`config.mk`:
```
export PLATFORM = sky130hd
export DESIGN_NAME = mem_access_unit
export DESIGN_NICKNAME = d
export VERILOG_FILES = /design/src/rtl/mem_access_unit.sv
export SDC_FILE = /design/constraint.sdc
export NUM_CORES = 1
export LEC_CHECK = 0
export ABC_CLOCK_PERIOD_IN_PS = 2900
export CAP_MARGIN = 5
export CORE_MARGIN = 2
export CORE_UTILIZATION = 30
export CTS_BUF_LIST = sky130_fd_sc_hd__clkbuf_8 sky130_fd_sc_hd__clkbuf_16
export CTS_CLUSTER_SIZE = 8
export DETAILED_ROUTE_END_ITERATION = 7
export SLEW_MARGIN = 30
export SYNTH_ARGS = -nofsm -noshare
export SYNTH_HDL_FRONTEND = slang
export SYNTH_SLANG_ARGS = --single-unit
```
`constraint.sdc`:
```
create_clock -name clk -period 2.9 [get_ports clk]
set_clock_uncertainty 0.2 [all_clocks]
set_input_delay 0.435 -clock clk [delete_from_list [all_inputs] [get_ports clk]]
set_output_delay 0.435 -clock clk [all_outputs]
set_load 0.01 [all_outputs]
```
`src/rtl/mem_access_unit.sv`:
```
// Load/store initiator between the CPU datapath and data_memory: one request at a
// time, strobes held for a settle window, one-cycle response. Option: MAU_READBACK_EN.
module mem_access_unit #(
  parameter int unsigned ADDR_W      = 8,
  parameter int unsigned DATA_W      = 8,
  parameter int unsigned WAIT_CYCLES = 1
) (
  input  logic              clk,
  input  logic              rst,
  input  logic              req_valid,
  output logic              req_ready,
  input  logic              req_write,
  input  logic [ADDR_W-1:0] req_addr,
  input  logic [DATA_W-1:0] req_wdata,
  output logic              resp_valid,
  output logic [DATA_W-1:0] resp_rdata,
  output logic              resp_err,
  output logic              busy,
  output logic              mem_enable,
  output logic              mem_write,
  output logic [ADDR_W-1:0] read_addr,
  output logic [ADDR_W-1:0] write_addr,
  output logic [DATA_W-1:0] write_data,
  input  logic [DATA_W-1:0] read_data
);

  localparam int unsigned CNT_W = 4;

  localparam logic [1:0] S_IDLE  = 2'd0;
  localparam logic [1:0] S_ISSUE = 2'd1;
  localparam logic [1:0] S_WAIT  = 2'd2;
  localparam logic [1:0] S_RESP  = 2'd3;

  logic [1:0]       state, state_nxt;
  logic [CNT_W-1:0] wait_cnt, wait_cnt_nxt;
  logic             wr_q;
  logic             accept_c;
  logic             ready_nxt, busy_nxt, en_nxt, we_nxt, resp_nxt;

  assign accept_c = req_valid && req_ready && (state == S_IDLE);

  // Next state and next registered output values
  always_comb begin
    state_nxt    = state;
    wait_cnt_nxt = wait_cnt;
    case (state)
      S_IDLE: begin
        if (accept_c) state_nxt = S_ISSUE;
      end
      S_ISSUE: begin
        wait_cnt_nxt = CNT_W'(WAIT_CYCLES);
        if (WAIT_CYCLES != 0) state_nxt = S_WAIT;
        else                  state_nxt = S_RESP;
      end
      S_WAIT: begin
        wait_cnt_nxt = wait_cnt - CNT_W'(1);
        if (wait_cnt == CNT_W'(1)) state_nxt = S_RESP;
      end
      S_RESP: begin
        state_nxt = S_IDLE;
      end
      default: begin
        state_nxt = S_IDLE;
      end
    endcase

    ready_nxt = (state_nxt == S_IDLE);
    busy_nxt  = (state_nxt != S_IDLE);
    en_nxt    = (state_nxt == S_ISSUE) || (state_nxt == S_WAIT);
    // Write strobe only in ISSUE, which is entered solely from an accept
    we_nxt    = accept_c && req_write;
    resp_nxt  = (state_nxt == S_RESP);
  end

  always_ff @(posedge clk or posedge rst) begin
    if (rst) begin
      state      <= S_IDLE;
      wait_cnt   <= '0;
      req_ready  <= 1'b0;
      busy       <= 1'b0;
      mem_enable <= 1'b0;
      mem_write  <= 1'b0;
      resp_valid <= 1'b0;
    end else begin
      state      <= state_nxt;
      wait_cnt   <= wait_cnt_nxt;
      req_ready  <= ready_nxt;
      busy       <= busy_nxt;
      mem_enable <= en_nxt;
      mem_write  <= we_nxt;
      resp_valid <= resp_nxt;
    end
  end

  // Request latch: drives the memory address/data until the next accept
  always_ff @(posedge clk or posedge rst) begin
    if (rst) begin
      read_addr  <= '0;
      write_addr <= '0;
      write_data <= '0;
      wr_q       <= 1'b0;
    end else if (accept_c) begin
      read_addr  <= req_addr;
      write_addr <= req_addr;
      write_data <= req_wdata;
      wr_q       <= req_write;
    end
  end

`ifdef MAU_READBACK_EN
  // Capture on the edge entering RESP; stores compare the readback against the store data
  always_ff @(posedge clk or posedge rst) begin
    if (rst) begin
      resp_rdata <= '0;
      resp_err   <= 1'b0;
    end else if (resp_nxt) begin
      resp_rdata <= read_data;
      resp_err   <= wr_q && (read_data != write_data);
    end
  end
`else
  // Capture on the edge entering RESP; stores echo their own data
  always_ff @(posedge clk or posedge rst) begin
    if (rst) begin
      resp_rdata <= '0;
    end else if (resp_nxt) begin
      resp_rdata <= wr_q ? write_data : read_data;
    end
  end

  assign resp_err = 1'b0;
`endif

endmodule

```
* Word level (Yosys, flattened, before mapping) *
Index checks and enable logic that the tools add are counted.

word-level totals
  input port bits = 28
  logic and storage cells = 32
  bits in registers = 36

cells by class
  reduce and logical (&&, ||, !) cells = 8
  equality and inequality tests = 7
  multiplexer cells = 5
  add/sub/neg operators = 1

operators with widths
  cell                 number
  $eq 2x2->1 const B   4
  $mux 8               1
  $pmux 2 s4           1
  $pmux 4 s2           1
  $eq 2x1->1 const B   2
  $eq 4x1->1 const B   1
  $logic_not 2->1      2
  $mux 2               2
  $reduce_bool 2->1    2
  $sub 4x1->4 const B  1
  $logic_and 1x1->1    3
  $logic_or 1x1->1     1

* Longest topological paths before layout *
  word-level depth = 6
  gate-level depth with buffers = 9
  depth with buffers taken out = 7

* Worst setup path before layout *
No wires, ideal clock.

  path kind = reg-to-reg
  start point = register state[0]
  end point = register resp_rdata[0]
  slack = 0.434 ns
  stages on the path, launching flop included = 10
  setup time = 0.077 ns
  arrival time = 2.188 ns
  buffers on the path = 2
  clock period less this slack = 2.466 ns
  required time = 2.623 ns
  path through = dfrtp_1 inv_1 ha_1 or4b_4 a31oi_4 ha_1 clkbuf_1 clkbuf_1 nor2_1 a21oi_1

between the ends
  word-level cells in the longest chain between the ends = 5
  elaborated cells on any way between the ends = 9

ends and longest elaborated chain
  element                 line    text
  from (decl)             34      logic [1:0] state, state_nxt;
  from (signal assigned)  85      state <= state_nxt;
  $logic_not 2->1         40, 46
  $logic_and 1x1->1       40      assign accept_c = req_valid && req_ready && (state == S_IDLE);
  $mux 2                  48      if (accept_c) state_nxt = S_ISSUE;
  $pmux 2 s4 *            46      case (state)
  $eq 2x2->1 *            72      resp_nxt = (state_nxt == S_RESP);
  to (signal assigned)    127     resp_rdata <= wr_q ? write_data : read_data;
  to (decl)               16      output logic [DATA_W-1:0] resp_rdata,

Every way passes the cells marked *; elsewhere a longest branch is shown, timed or not.
A chain may end at the register's enable or synchronous reset.

* Worst setup path in the final report *
  start point = register state[0]
  end point = register resp_rdata[4]

The elaborated chain is that of the path after synthesis.

==> results.py <==
metrics = {
    "outcome": {
        "outcome": "finished clean",
    },
    "sta": {
        "tns_ps": 0,
        "layout_setup_ws_ps": 411,
        "max_freq_ghz": 0.402,
        "min_period_ps": 2490,
        "setup_violations": 0,
        "period_share_pct": 85.8,
        "slew_viol_final": 0,
        "report.final.hold_viol_count": 0,
        "rsz0062_at_grt": "false",
    },
    "clock_tree": {
        "clockBufferDepth": 2,
        "cts.sinks": 36,
        "clock_latency_ps": 280,
        "cts_htree_levels": 2,
        "clock-root-buffer": "clkbuf_8",
        "ctsResizeCount": 0,
        "clk_pin_slew_ps": 70,
        "numCtsBuffers": 5,
        "ctsHoldBuffers": 0,
        "cts_tree": "done",
        "post-cts-setup-buffers": 0,
    },
    "critical_path": {
        "reg2reg_slack_ps": 410,
        "critPathArrivalTime_ps": 2490,
        "reg2reg_to": "resp_rdata[4]",
        "start_kind": "flop",
        "critPathCaptureType": "flop",
        "cp.required_ps": 2900,
        "reg2reg_depth": 7,
        "path_class": "reg -> reg",
        "reg2reg_from": "state[0]",
        "critPathMaxFanout": 16,
    },
    "worst_hold_path": {
        "min_to": "resp_rdata[2]",
        "hold_class": "reg -> reg",
        "worstHoldPathCells": 2,
        "hp-start": "resp_rdata[2]",
    },
    "routing": {
        "viasPerCell": 4.33,
        "dr.pass1.iters": 4,
        "wl_um": 3420,
        "drt_iter0_drc": 36,
        "drcViolationCount": 0,
        "vias": 1113,
        "wl_per_cell_um": 13.3,
        "antenna_left": 0,
    },
    "logic_synthesis": {
        "ys_seq_elements": 36,
        "synthAdderAreaFrac_pct": 5.51,
        "yosysSeqAreaShare_pct": 56.7,
        "synth_compound_area_share_pct": 6.85,
        "synth_cells": 127,
        "synth-edff-count": 0,
        "synth.area.mux_share_pct": 16.4,
        "syn-cell-area_mm2": 0.00159,
        "synth-simple-area-share_pct": 7.32,
        "avgSynthCellArea_um2": 12.5,
        "ys_warn_count": 0,
        "synth_cell_types": 26,
        "yosys_most_used_dff": "dfrtp_1",
        "synth_top_family_by_area": "multiplexers",
        "synth-async-reset-ratio_pct": 100,
        "synth_nets": 162,
        "synthXorXnorAreaFrac_pct": 0,
    },
    "floorplan": {
        "die_h_um": 76.8,
        "core-area_mm2": 0.00511,
        "die_w_um": 76.8,
        "initial_core_util_pct": 31.1,
        "die_area_mm2": 0.00590,
        "placementRows": 26,
        "ios": 66,
    },
    "power_and_ir_drop": {
        "power.density_mw_per_mm2": 1170,
        "clockPowerShare_pct": 17.1,
        "internal-power_mw": 1.83,
        "power_frac_seq_pct": 33.5,
        "power_leakage_nw": 1.03,
        "p_sw_mw": 0.940,
        "sw_frac_of_total_pct": 33.9,
        "combPwrFrac_pct": 49.4,
        "ir_drop_v": 0.000434,
    },
    "layout": {
        "instances_no_fill": 257,
        "final.fill_count": 467,
        "final_core_util_pct": 46.3,
        "synthToLayoutAreaGrowth_pct": 48.9,
        "final_layout_size_suffix_gt1_share_pct": 15.0,
        "diodes": 0,
        "fin_nets": 221,
    },
    "place": {
        "dpl.hpwl_um": 2570,
        "dp_slack_ps": 424,
        "globalplace.congestion": 0.761,
        "port_buffers": 64,
        "numPlacedInstances": 249,
    },
    "global_route": {
        "grt_usage_pct": 12.0,
        "first_global_vias": 1145,
        "grt_overflow": 0,
        "grt_max_degree": 37,
        "grt_pass1_wl_um": 5660,
        "antenna_found_initial": 0,
    },
    "flow_run": {
        "max_cap_violations": 0,
    },
}
==> cells in the final DEF, fill, tap and decap left out <==
master            n
nand3_2           1
mux2i_1           8
dfrtp_1          36
nand4_1           1
nand2b_1          1
nor2b_1           1
conb_1            1
inv_1             7
nand3b_1          1
nor3_1            1
a31oi_1           1
mux2_2           16
nand2_1           1
a21oi_1           9
a2bb2oi_1         1
nor2_1           11
o21ai_0           4
bufinv_16         1
clkbuf_8          7
a21o_1            1
a31oi_4           1
clkdlybuf4s50_1  64
nand3_1           2
ha_1              7
or4b_4            1
and3_1            1
buf_4             1
==> kinds of logic after synthesis <==
family                     Yosys count
other                                1
buffers and inverters               20
AOI/OAI and AO/OA                   17
and+or+nand+nor                     22
muxes                               24
DFF                                 36
adders and majority gates            7
==> power by group through the flow <==
stage | clock, mW | combinational [mW] | sequential, mW
final | 0.474 | 1.37 | 0.930
after global routing | 0.510 | 1.50 | 0.968
after CTS | 0.491 | 1.39 | 0.934
after detailed placement | 0 | 1.39 | 0.941
after global placement | 0 | 1.35 | 0.934
after floorplan | 0 | 0.726 | 0.987
==> area by class of cell <==
type	instances	area [um^2]	share of cell area, %
Sequential cell	36	901	38.1
Timing Repair Buffer	65	648	27.4
Multi-Input combinational cell	71	577	24.4
Clock buffer	7	96.3	4.07
Tap cell	70	87.6	3.70
Clock inverter	1	30.0	1.27
Inverter	7	26.3	1.11
==> worst max-delay path: stages (launching register included) <==
cell and delay (ps):
dfrtp_1 330, inv_1 100, ha_1 260, or4b_4 550, a31oi_4 230, ha_1 500, nor2_1 100, a21oi_1 150
==> cell usage after synthesis, drive strengths merged (2+ instances only) <==
library cell	number	area share, %
dfrtp	36	57
clkbuf	2	0.47
ha	7	5.5
nor2	11	2.6
mux2	16	11
mux2i	8	5.0
a31oi	2	1.7
inv	7	1.7
o21ai	4	1.3
a21oi	9	2.8
buf	11	4.9
nand3	3	1.3
==> worst max-delay path by stage <==
stage	startpoint	endpoint	slack, ps	cells after the start
finish	state[0]	resp_rdata[4]	410	7
global route	state[0]	resp_rdata[3]	240	7
CTS	state[0]	resp_rdata[0]	410	7
detailed placement	state[0]	resp_rdata[0]	420	7
global placement	state[0]	resp_rdata[1]	560	7
floorplan	state[0]	resp_rdata[0]	430	9
==> state kept, by name (all words and copies together), names as in the netlist <==
signal / cells
resp_rdata: 8
write_addr: 8
write_data: 8
wait_cnt: 4
state: 2
busy: 1
mem_enable: 1
mem_write: 1
req_ready: 1
resp_valid: 1
wr_q: 1
==> metal layers <==
| metal | part of all wire, % | routed length, um | GRT usage, % |
|---|---|---|---|
| met1 | 44 | 1520 | 15.0 |
| met2 | 47 | 1620 | 19.8 |
| met3 | 7.0 | 238 | 4.00 |
| met4 | 1.1 | 38 | 3.27 |
| met5 | 0 | 0 | 0 |
==> stage by stage <==
stage | instance area (um^2) | hold WS [ps] | power [mW]
after floorplan | 1590 | 274 | 1.71
after global placement | 2240 | 310 | 2.28
after detailed placement | 2240 | 314 | 2.33
after CTS | 2370 | 330 | 2.82
after global routing | 2370 | 359 | 2.97
final | 2370 | 327 | 2.77
(Power assumes the default switching activity.)
